File: src/rtl/branch_fwd_ctrl_pkg.sv
// ---------------------------------------------------------------------------
// branch_fwd_ctrl_pkg
// Shared definitions for the ID-stage branch forwarding/hazard controller:
// register address width, the hard-wired zero register, the shadow slot
// record tracking one in-flight destination register, and the match helper.
// ---------------------------------------------------------------------------
package branch_fwd_ctrl_pkg;

    localparam int ADDR_W = 5;

    localparam logic [ADDR_W-1:0] REG_ZERO = '0;

    // One shadow pipeline slot: does the instruction in this stage write a
    // register, and which one.
    typedef struct packed {
        logic              v;
        logic [ADDR_W-1:0] waddr;
    } slot_t;

    localparam slot_t SLOT_EMPTY = '{v: 1'b0, waddr: REG_ZERO};

    // Register 0 is constant, so it is never a forwarding or stall source.
    function automatic logic slot_match(input slot_t s, input logic [ADDR_W-1:0] r);
        return s.v && (s.waddr == r) && (r != REG_ZERO);
    endfunction

endpackage

File: src/rtl/branch_fwd_ctrl_fwd_match_unit.sv
// ---------------------------------------------------------------------------
// fwd_match_unit
// Per-operand decision for one branch compare operand.
//   need_i      operand is actually read by a valid branch in ID
//   reg_i       source register of the operand
//   ex_slot_i   shadow slot for EX
//   mem_slot_i  shadow slot for MEM
//   wb_slot_i   shadow slot for WB
//   hazard_o    producer still in EX or MEM: ID must stall
//   fwd_o       producer in WB: take the write-back value
// ---------------------------------------------------------------------------
module fwd_match_unit
    import branch_fwd_ctrl_pkg::*;
(
    input  logic              need_i,
    input  logic [ADDR_W-1:0] reg_i,
    input  slot_t             ex_slot_i,
    input  slot_t             mem_slot_i,
    input  slot_t             wb_slot_i,
    output logic              hazard_o,
    output logic              fwd_o
);

    logic hit_ex;
    logic hit_mem;
    logic hit_wb;

    assign hit_ex  = slot_match(ex_slot_i,  reg_i);
    assign hit_mem = slot_match(mem_slot_i, reg_i);
    assign hit_wb  = slot_match(wb_slot_i,  reg_i);

    // A younger producer in EX/MEM overrides an older one in WB, so the
    // forward path is only taken when no hazard exists.
    assign hazard_o = need_i & (hit_ex | hit_mem);
    assign fwd_o    = need_i & ~hazard_o & hit_wb;

endmodule

File: src/rtl/branch_fwd_ctrl.sv
// ---------------------------------------------------------------------------
// branch_fwd_ctrl
// Hazard/forwarding controller for the ID-stage branch compare operands.
// Tracks destination registers of the instructions in EX, MEM and WB and
// either selects the WB write-back value for an operand or stalls ID until
// the producer reaches WB. Also counts stall cycles and issued branches.
//   clk, rst                 clock, asynchronous active-high reset
//   id_*                     decoded fields of the instruction held in ID
//   pipe_hold                global freeze: slots and counters hold
//   flush                    squash EX and MEM
//   control_rdata_a/b        1 = operand takes mem_wb_dout
//   stall_id                 hold PC and IF/ID, bubble into ID/EX
//   stall_cycles             cycles with stall_id set (wraps)
//   branch_count             branches issued from ID (wraps)
// ---------------------------------------------------------------------------
module branch_fwd_ctrl
    import branch_fwd_ctrl_pkg::*;
#(
    parameter int AW    = ADDR_W,
    parameter int CNT_W = 32
) (
    input  logic             clk,
    input  logic             rst,
    input  logic             id_valid,
    input  logic             id_is_branch,
    input  logic [AW-1:0]    id_rs,
    input  logic [AW-1:0]    id_rt,
    input  logic             id_uses_rs,
    input  logic             id_uses_rt,
    input  logic             id_wreg,
    input  logic [AW-1:0]    id_waddr,
    input  logic             pipe_hold,
    input  logic             flush,
    output logic             control_rdata_a,
    output logic             control_rdata_b,
    output logic             stall_id,
    output logic [CNT_W-1:0] stall_cycles,
    output logic [CNT_W-1:0] branch_count
);

    slot_t ex_q,  ex_d;
    slot_t mem_q, mem_d;
    slot_t wb_q,  wb_d;

    logic [CNT_W-1:0] stall_cycles_q, stall_cycles_d;
    logic [CNT_W-1:0] branch_count_q, branch_count_d;

    logic need_a;
    logic need_b;
    logic hazard_a;
    logic hazard_b;
    logic fwd_a;
    logic fwd_b;

    assign need_a = id_valid & id_is_branch & id_uses_rs;
    assign need_b = id_valid & id_is_branch & id_uses_rt;

    fwd_match_unit u_match_a (
        .need_i     (need_a),
        .reg_i      (id_rs),
        .ex_slot_i  (ex_q),
        .mem_slot_i (mem_q),
        .wb_slot_i  (wb_q),
        .hazard_o   (hazard_a),
        .fwd_o      (fwd_a)
    );

    fwd_match_unit u_match_b (
        .need_i     (need_b),
        .reg_i      (id_rt),
        .ex_slot_i  (ex_q),
        .mem_slot_i (mem_q),
        .wb_slot_i  (wb_q),
        .hazard_o   (hazard_b),
        .fwd_o      (fwd_b)
    );

    assign stall_id        = hazard_a | hazard_b;
    assign control_rdata_a = fwd_a;
    assign control_rdata_b = fwd_b;
    assign stall_cycles    = stall_cycles_q;
    assign branch_count    = branch_count_q;

    always_comb begin
        // NOTE: every next-state signal gets its hold value first so no path
        // through this block leaves it unassigned, which would infer a latch.
        ex_d           = ex_q;
        mem_d          = mem_q;
        wb_d           = wb_q;
        stall_cycles_d = stall_cycles_q;
        branch_count_d = branch_count_q;

        if (!pipe_hold) begin
            wb_d        = mem_q;
            mem_d       = ex_q;
            // A stalled ID sends a bubble, not its instruction, into EX.
            ex_d.v      = id_valid & id_wreg & ~stall_id;
            ex_d.waddr  = id_waddr;

            // Flush kills whatever would land in EX and MEM; WB still retires.
            if (flush) begin
                ex_d.v  = 1'b0;
                mem_d.v = 1'b0;
            end

            if (stall_id) begin
                stall_cycles_d = stall_cycles_q + CNT_W'(1);
            end
            if (id_valid && id_is_branch && !stall_id) begin
                branch_count_d = branch_count_q + CNT_W'(1);
            end
        end
    end

    // NOTE: state registers use non-blocking assignments so all of them
    // update together from the values present before the edge.
    always_ff @(posedge clk or posedge rst) begin
        if (rst) begin
            ex_q           <= SLOT_EMPTY;
            mem_q          <= SLOT_EMPTY;
            wb_q           <= SLOT_EMPTY;
            stall_cycles_q <= '0;
            branch_count_q <= '0;
        end else begin
            ex_q           <= ex_d;
            mem_q          <= mem_d;
            wb_q           <= wb_d;
            stall_cycles_q <= stall_cycles_d;
            branch_count_q <= branch_count_d;
        end
    end

endmodule

File: config.mk
export PLATFORM = sky130hd
export DESIGN_NAME = branch_fwd_ctrl
export DESIGN_NICKNAME = d
export VERILOG_FILES = /design/src/rtl/branch_fwd_ctrl_pkg.sv /design/src/rtl/branch_fwd_ctrl_fwd_match_unit.sv /design/src/rtl/branch_fwd_ctrl.sv
export SDC_FILE = /design/constraint.sdc
export NUM_CORES = 1
export LEC_CHECK = 0
export ABC_AREA = 1
export ABC_CLOCK_PERIOD_IN_PS = 4400
export BUFFER_PORTS_ARGS = -buffer_cell sky130_fd_sc_hd__buf_2
export CAP_MARGIN = 15
export CORE_MARGIN = 10
export CORE_UTILIZATION = 41
export CTS_CLUSTER_DIAMETER = 200
export CTS_CLUSTER_SIZE = 16
export DETAILED_ROUTE_END_ITERATION = 8
export GPL_TIMING_DRIVEN = 0
export SYNTH_ARGS = -nofsm -noshare
export SYNTH_HDL_FRONTEND = slang
export SYNTH_HIERARCHICAL = 1
export SYNTH_SLANG_ARGS = --single-unit
File: constraint.sdc
create_clock -name clk -period 4.4 [get_ports clk]
set_input_delay 1.1 -clock clk [delete_from_list [all_inputs] [get_ports clk]]
set_output_delay 1.1 -clock clk [all_outputs]
set_load 0.03 [all_outputs]
# --- Yosys cells after proc, flatten, opt, wreduce, memory -nomap -nowiden ---
# Cells that the tools add are included.
classes:
  div: 0
  shift: 0
  n_bitwise: 18
  multipliers: 0
  n_lt_le_gt_ge: 0
  reduce_logical: 19
  addsub: 2
  eq_ne: 6
  n_mux: 2
op_table:
  columns: ["op", "n"]
  rows:
  - ["32-bit by 1-bit adder with 32-bit output (second input constant)", 2]
  - ["5-bit == test", 6]
  - ["1-bit logical AND", 14]
  - ["1-bit AND", 11]
  - ["5-bit nonzero test", 2]
  - ["1-bit NOT", 4]
  - ["2-bit AND reduction", 2]
  - ["1-bit OR", 3]
  - ["1-bit two-way mux", 2]
  - ["1-bit zero test", 1]
word_totals:
  mem_bits_ro: 0
  ramBits: 0
  input_bits: 24
  mem_count: 0
  reg_bits: 82
  latchBits: 0

# --- Logic depth before layout (Yosys ltp) ---
# Gate-level depths: netlist of the first run.
depth:
  word_depth: 9
  ltp_mapped: 15

# --- Modules after synthesis ---
# The synthesis of the first run kept the hierarchy.
modules_own_cells:
  columns: ["mod", "cells_each", "n_inst", "area_per_inst_um2"]
  rows:
  - ["branch_fwd_ctrl", 567, 1, 4280.4]
  - ["fwd_match_unit", 75, 2, 315.3]

# --- Worst setup path before layout of the first run ---
# No wires, ideal clock.
synth_timing:
  kind: "input -> output"
  startpoint: "input id_valid"
  endpoint: "output control_rdata_a"
  path_buffers: 0
  cell_stages: 6
  required_ns: 3.300
  path_slack_ns: 1.322
  arrival_ns: 1.978
  path_cell_list: "nand2_1 -> nor2_1 -> nand2_1 -> nor3_2 -> nand3_1 -> nor2_1"
synth_via:
  elab_chain_cells: 6
synth_lines:
  columns: ["element", "line_no", "text"]
  rows:
  - ["from (decl)", "branch_fwd_ctrl.sv:24", "input logic id_valid,"]
  - ["1-bit AND (*) (2 in a row)", "branch_fwd_ctrl.sv:55", "assign need_a = id_valid & id_is_branch & id_uses_rs;"]
  - ["net need_a", "branch_fwd_ctrl.sv:48", "logic need_a;"]
  - ["1-bit AND", "branch_fwd_ctrl_fwd_match_unit.sv:34", "assign hazard_o = need_i & (hit_ex | hit_mem);"]
  - ["1-bit NOT", "branch_fwd_ctrl_fwd_match_unit.sv:35", "assign fwd_o = need_i & ~hazard_o & hit_wb;"]
  - ["1-bit AND (*) (2 in a row)", "branch_fwd_ctrl_fwd_match_unit.sv:35", null]
  - ["to (decl)", "branch_fwd_ctrl.sv:34", "output logic control_rdata_a,"]
# Mark *: on every way through the listed nets, which the timed path passes. The rest lies on a longest branch.

# --- Worst setup path after layout of the first run ---
layout_timing:
  startpoint: "input id_rs[1]"
  endpoint: "output stall_id"
layout_via:
  elab_chain_cells: 6
  elab_cells_between_ends: 10
  classes_between: "eq/ne: 2; bitwise: 3; reduce/logical: 5"
layout_lines:
  columns: ["element", "line_no", "text"]
  rows:
  - ["from (decl)", "branch_fwd_ctrl.sv:26", "input logic [AW-1:0] id_rs,"]
  - ["5-bit == test", "branch_fwd_ctrl_pkg.sv:24", "return s.v && (s.waddr == r) && (r != REG_ZERO);"]
  - ["1-bit logical AND (2 in a row)", "branch_fwd_ctrl_pkg.sv:24", null]
  - ["1-bit OR (*)", "branch_fwd_ctrl_fwd_match_unit.sv:34", null]
  - ["1-bit AND (*)", "branch_fwd_ctrl_fwd_match_unit.sv:34", null]
  - ["net hazard_a", "branch_fwd_ctrl.sv:50", "logic hazard_a;"]
  - ["1-bit OR (*)", "branch_fwd_ctrl.sv:78", "assign stall_id = hazard_a | hazard_b;"]
  - ["to (decl)", "branch_fwd_ctrl.sv:36", "output logic stall_id,"]
# Marks and branches as above.

==> results of run 1 <==
-- per-layer routing --
metal,GRT usage,wire [um]
met1,0.211,6170
met2,0.260,5990
met3,0.0392,825
met4,0.0622,258
met5,0,0
-- logic make-up (layout without fill, tap and decap cells) --
| family | count (synthesis) | in the layout | synth area share |
|---|---|---|---|
| AND/OR/NAND/NOR | 493 | 493 | 0.432 |
| buffers and inverters | 90 | 197 | 0.0708 |
| flip-flops | 82 | 82 | 0.418 |
| XOR/XNOR | 28 | 28 | 0.0499 |
| AO/OA/AOI/OAI | 22 | 22 | 0.0245 |
| adder cells (fa/ha/maj) | 2 | 2 | 0.00509 |
-- worst paths after layout --
path | endpoint | depth (start not counted) | slack [ps] | from
setup / recovery | stall_id | 10 | 1090 | id_rs[1]
hold / removal | stall_cycles[30] | 2 | 500 | stall_cycles[30]
setup reg to reg | stall_cycles[13] | 12 | 2030 | ex_q[1]
hold reg to reg | stall_cycles[30] | 2 | 500 | stall_cycles[30]
max in group asynchronous | stall_cycles[16] | 3 | 3100 | rst
min in group asynchronous | branch_count[24] | 2 | 700 | rst
-- placed cells by master (no fill, tap or decap), types with 3 or more instances in the layout --
master,instances
clkbuf_16,9
inv_1,74
o21ai_0,12
nor3_1,9
dfrtp_1,82
nand3b_1,16
nand4_1,7
nand2_1,305
buf_2,91
inv_2,10
nor2_4,7
o21ai_1,4
xor2_1,17
nand3_2,3
xnor2_1,11
bufinv_16,3
nor2_2,7
nor2_1,95
nand3_1,36
-- report_power, final --
group | internal, mW | switching (mW)
sequential | 0.795 | 0.0538
combinational | 0.0818 | 0.166
clock | 0.561 | 0.327
-- stage by stage --
step	hold slack [ps]	setup slack [ps]	std cells	instance area, sq um
after floorplan	471	1190	717	4910
after global placement	493	41.8	950	5540
after detailed placement	491	1090	951	5570
after CTS	514	1080	967	5920
after global routing	533	935	967	5920
final	505	1090	967	5920
-- worst max-delay path: stages --
cell and delay, ps:
buf_2 130, inv_2 70, nand2_1 60, nand2_1 70, nor2_2 110, nand3_2 100
a21oi_2 160, inv_1 60, nand2_2 130, buf_2 220
-- flip-flops by register name (all words and copies together), names as in the netlist --
signal / flops
branch_count: 32
ex_q: 6
stall_cycles: 32
mem_q: 6
wb_q: 6
-- cell type report --
cell class / count / area share
multi-input combinational: 545 / 0.424
sequential: 82 / 0.347
timing repair buffer: 91 / 0.0807
inverter: 86 / 0.0551
clock buffer: 9 / 0.0380
tap: 143 / 0.0302
clock inverter: 7 / 0.0213
buffer: 4 / 0.00401
==> results_dict.tcl, run 1 <==
set metrics [dict create \
    status "complete, no violations" \
    synth_cells 717 \
    grt_start_max_net_pins 65 \
    cts_tree "yes" \
    synth_flop_cell "dfrtp_1" \
    synth_nets 743 \
    power_per_cell_area_nw_per_um2 335 \
    critPathLaunchType "input pin" \
    area_growth_syn_to_layout_pct 20.6 \
    fmax_mhz 302 \
    finalCoreUtilization 0.512 \
    num_rows 39 \
    synth_enable_flop_cells 0 \
    drt_iter0_markers 293 \
    async_flop_share 1.00 \
    synth_area_leader_cell "dfrtp_1" \
    clock_path_buffers 2 \
    ys_top_cells_by_count "305 x nand2_1, 95 x nor2_1, 82 x dfrtp_1, 75 x inv_1, 36 x nand3_1" \
    coreArea_sq_um 11600 \
    clk_pin_slew_ps 60 \
    grt_usage 0.163 \
    hold_viol 0 \
    worstPathArrival_ps 2210 \
    antenna_found_initial 0 \
    antenna_cells 0 \
    place_congestion 0.852 \
    nets 845 \
    ys_ff_latch 82 \
    drt_wl_total_um 13200 \
    ys_seq_area_frac 0.418 \
    numCtsBuffers 9 \
    finalSetupTns_ps 0 \
    io_pins 91 \
    place.port_buffers 90 \
    criticalPathCategory "input pin to primary output" \
    ys_types 30 \
    clock-sinks 82 \
    rsz0062_at_grt "no" \
    initial_core_util 0.425 \
    dieArea_sq_um 16800 \
    cts_root_buf "clkbuf_16" \
    maxCapViolations 0 \
    finalCriticalPeriod_ps 3310 \
    yosysMostFrequentCell "nand2_1" \
    multiInputGateArea_sq_um 2510 \
    viasPerCell 4.85 \
    worst_ep_required_time_ps 3300 \
    postCtsSetupBuffers 0 \
    first_pass_iters 5 \
    clock_latency_ps 340 \
    grt-ovfl-total 0 \
    ir_worst_vdd_mv 0.152 \
    skew_ps 6.35 \
    finalCritPeriodShare 0.753 \
    worstPathMaxFanout 4 \
    die_x_um 129 \
    drcViolationCount 0 \
    hold_buffers 0 \
    post_drt_wl_per_cell_um 13.7 \
    synthTopCellsByArea "dfrtp_1 42%, nand2_1 23%, nor2_1 7.3%" \
    syn_area_sq_um 4910 \
    end_kind "primary output" \
    slew_headroom 0.688 \
    drt.antenna.violating_nets 0 \
    grt_pass1_vias 4565 \
    worst_pin_slew_ps 466 \
    setup_viol 0 \
    place_hpwl_um 10400 \
    seqCellArea_sq_um 2050 \
    cellLeakagePower_nw 3.08 \
    drive_gt1_frac 0.180 \
    avgSynthCellArea_sq_um 6.85 \
    yosysTopAreaCellShare 0.418 \
    p_total_mw 1.98 \
    cts_resized 0 \
    num_vias 4694 \
    min_path_type "flop to flop" \
    fill_cells 1161 \
    htree_levels 3 \
    grt_pass1_wl_um 22200 \
    drv_slew 0 \
    yosys_warnings 6 \
    fp.dieH_um 129 \
]
Power figures use the tool's default switching activity.
==> run 2: changes to the inputs <==
ABC_AREA = 0   (was 1)
ABC_CLOCK_PERIOD_IN_PS = 2700   (was 4400)
PLACE_DENSITY = 0.66   (was unset)
clock period = 2.7 ns   (was 4.4 ns; I/O delays follow)
==> run 2 against run 1 <==
Compared with the run above:
- combinational power is 62% higher
- synthesized area shrank 18%
- global-route usage shrank 3.2 points
==> results_dict.tcl, run 2 <==
set metrics [dict create \
    synth_cells 341 \
    synthTopCellsByArea "dfrtp_1 51%, xnor2_1 16%, mux2_2 5.1%" \
    cellLeakagePower_nw 2.37 \
    min_path_type "input pin to asynchronous set/reset pin" \
    synthAdderAreaFrac 0.00625 \
    grt_pass1_vias 3020 \
    worst_ep_required_time_ps 2030 \
    worst_pin_slew_ps 531 \
    seq_power_share 0.506 \
    drcViolationCount 0 \
    numCtsBuffers 9 \
    combPwrFrac 0.145 \
    criticalPathCategory "input pin to primary output" \
    finalCoreUtilization 0.518 \
    yosysTopAreaCellShare 0.512 \
    avgSynthCellArea_sq_um 11.7 \
    hold_viol 0 \
    slew_headroom 0.646 \
    dieArea_sq_um 14100 \
    grt_pass1_wl_um 15500 \
    io_pins 91 \
    yosysMostFrequentCell "dfrtp_1" \
    area_growth_syn_to_layout_pct 24.6 \
    critPathLaunchType "input pin" \
    num_vias 2899 \
    finalCriticalPeriod_ps 2680 \
    cp_top_family "simple AND/OR/NAND/NOR gates" \
    p_switching_mw 0.766 \
    die_x_um 119 \
    end_kind "primary output" \
    syn_area_sq_um 4010 \
    grt_start_max_net_pins 35 \
    skew_ps 16.1 \
    setup_viol 0 \
    dr_wl_met3_um 432 \
    cp_slowest_stage_delay_ps 520 \
    drt_iter0_markers 84 \
    critPathSlowestCell "or4_4" \
    antenna_found_initial 0 \
    routed.top_layer "met4" \
    ys_ff_latch 82 \
    crit_chain "buf_2 > or4_4 > o21ai_4 > nor2b_4 > or2_4 > buf_6" \
    fmax_mhz 374 \
    first_pass_iters 4 \
    synth_mux_area_frac 0.0506 \
    power.share.clock 0.350 \
    coreArea_sq_um 9640 \
    final_cell_mix "88 x buf_2, 82 x dfrtp_1, 72 x xnor2_1" \
    drt.antenna.violating_nets 0 \
    synth_flop_cell "dfrtp_1" \
    worstPathArrival_ps 2000 \
    clk_pin_slew_ps 90 \
    finalSetupTns_ps 0 \
    swShare 0.277 \
    yosys_warnings 6 \
    place.port_buffers 90 \
    p_int_mw 2.00 \
    rsz0062_at_grt "yes" \
    grt-ovfl-total 0 \
    dr_wl_met2_um 4270 \
    finalCritPeriodShare 0.991 \
    maxCapViolations 0 \
    place_area_sq_um 4670 \
    synth_top_family_by_area "XOR/XNOR gates" \
    num_rows 36 \
    async_flop_share 1.00 \
    power_per_cell_area_nw_per_um2 554 \
    synth_enable_flop_cells 0 \
    nets 475 \
    fp.dieH_um 119 \
    grt_usage 0.131 \
    synth_xor_area_frac 0.203 \
    place_hpwl_um 6990 \
    ys_types 37 \
    cts_root_buf "clkbuf_8" \
    place_congestion 0.823 \
    htree_levels 3 \
    clock-sinks 82 \
    status "complete, no violations" \
    ys_top_cells_by_count "82 x dfrtp_1, 72 x xnor2_1, 28 x nand2_1, 22 x nand4_1, 20 x nand3_1" \
    clock_path_buffers 2 \
    antenna_cells 0 \
    worstPathMaxFanout 4 \
    ir_worst_vdd_mv 0.266 \
    initial_core_util 0.415 \
    wirelength_met1_um 4270 \
    ys_seq_area_frac 0.512 \
    post_drt_wl_per_cell_um 15.4 \
    synth_area_leader_cell "dfrtp_1" \
    drive_gt1_frac 0.348 \
    synthSimpleGateAreaFrac 0.202 \
    synth_nets 367 \
    viasPerCell 4.94 \
    crit_buf_inv 2 \
    clock_latency_ps 340 \
    cts_tree "yes" \
    finalInstanceArea_sq_um 4990 \
    drt_wl_total_um 9060 \
    drv_slew 0 \
    synth_compound_area_frac 0.0134 \
    layout_commonest_cell "buf_2" \
]
[run 2: changes by cell type after synthesis, sizes merged, moves of 6 or more]
cell    change
nand2     -281
nor2       -95
inv        -79
xnor2      +61
nand3      -19
mux2       +18
nand4      +18
nand3b     -16
o21ai      -13
and3       +12
and4        +7
nor3        -6
[run 2: power by group through the flow]
stage               sequential, mW  clock [mW]  combinational (mW)
finish                        1.40       0.968               0.400
global route                  1.42        1.06               0.436
CTS                           1.40        1.00               0.404
detailed placement            1.42           0               0.398
global placement              1.42           0               0.382
floorplan                     1.48           0               0.192
[run 2: kinds of logic after synthesis]
kind of cell    Yosys count
simple gates            130
fa+ha+maj                 2
compound gates            7
flops                    82
mux                      18
xor+xnor                 92
buf+inv                  10
[run 2: worst paths after layout]
path | slack, ps | cells after the start | start | to
max | 20 | 6 | id_rs[2] | stall_id
max in group asynchronous | 1650 | 4 | rst | stall_cycles[14]
min in group clk | 470 | 1 | stall_cycles[31] | stall_cycles[31]
min reg2reg | 470 | 1 | stall_cycles[31] | stall_cycles[31]
max reg2reg | 260 | 10 | mem_q[4] | stall_cycles[26]
min | 310 | 2 | rst | stall_cycles[24]
[run 2: stage by stage]
step	setup slack, ps	hold WS (ps)	instances	power, mW
CTS	11.2	311	584	2.80
finish	23.0	313	587	2.77
floorplan	45.6	490	341	1.67
detailed placement	-328	458	566	1.82
global route	-14.1	305	587	2.91
global placement	-330	455	564	1.80
[run 2: layer usage]
| layer | GRT usage | vias up |
|---|---|---|
| met1 | 0.171 | 1428 |
| met4 | 0.0412 | 0 |
| met3 | 0.0340 | 7 |
| met2 | 0.209 | 64 |
| li1 | - | 1400 |
| met5 | 0 | - |
[run 2: layout make-up]
type	instances	area [sq um]
repair buffers	97	541
flip-flops and latches	82	2050
plain buffers	4	26.3
well taps	133	166
clock inverters	5	85.1
multi-input cells	249	1960
inverters	6	26.3
fillers	917	4650
clock buffers	11	131
[run 2: timing repair]
action                     CTS  global route
gates cloned                 0             0
setup buffers                2             3
setup endpoints to repair    1             8
pin swaps                    4             3
gates resized for setup     11             7
hold buffers                 0             0
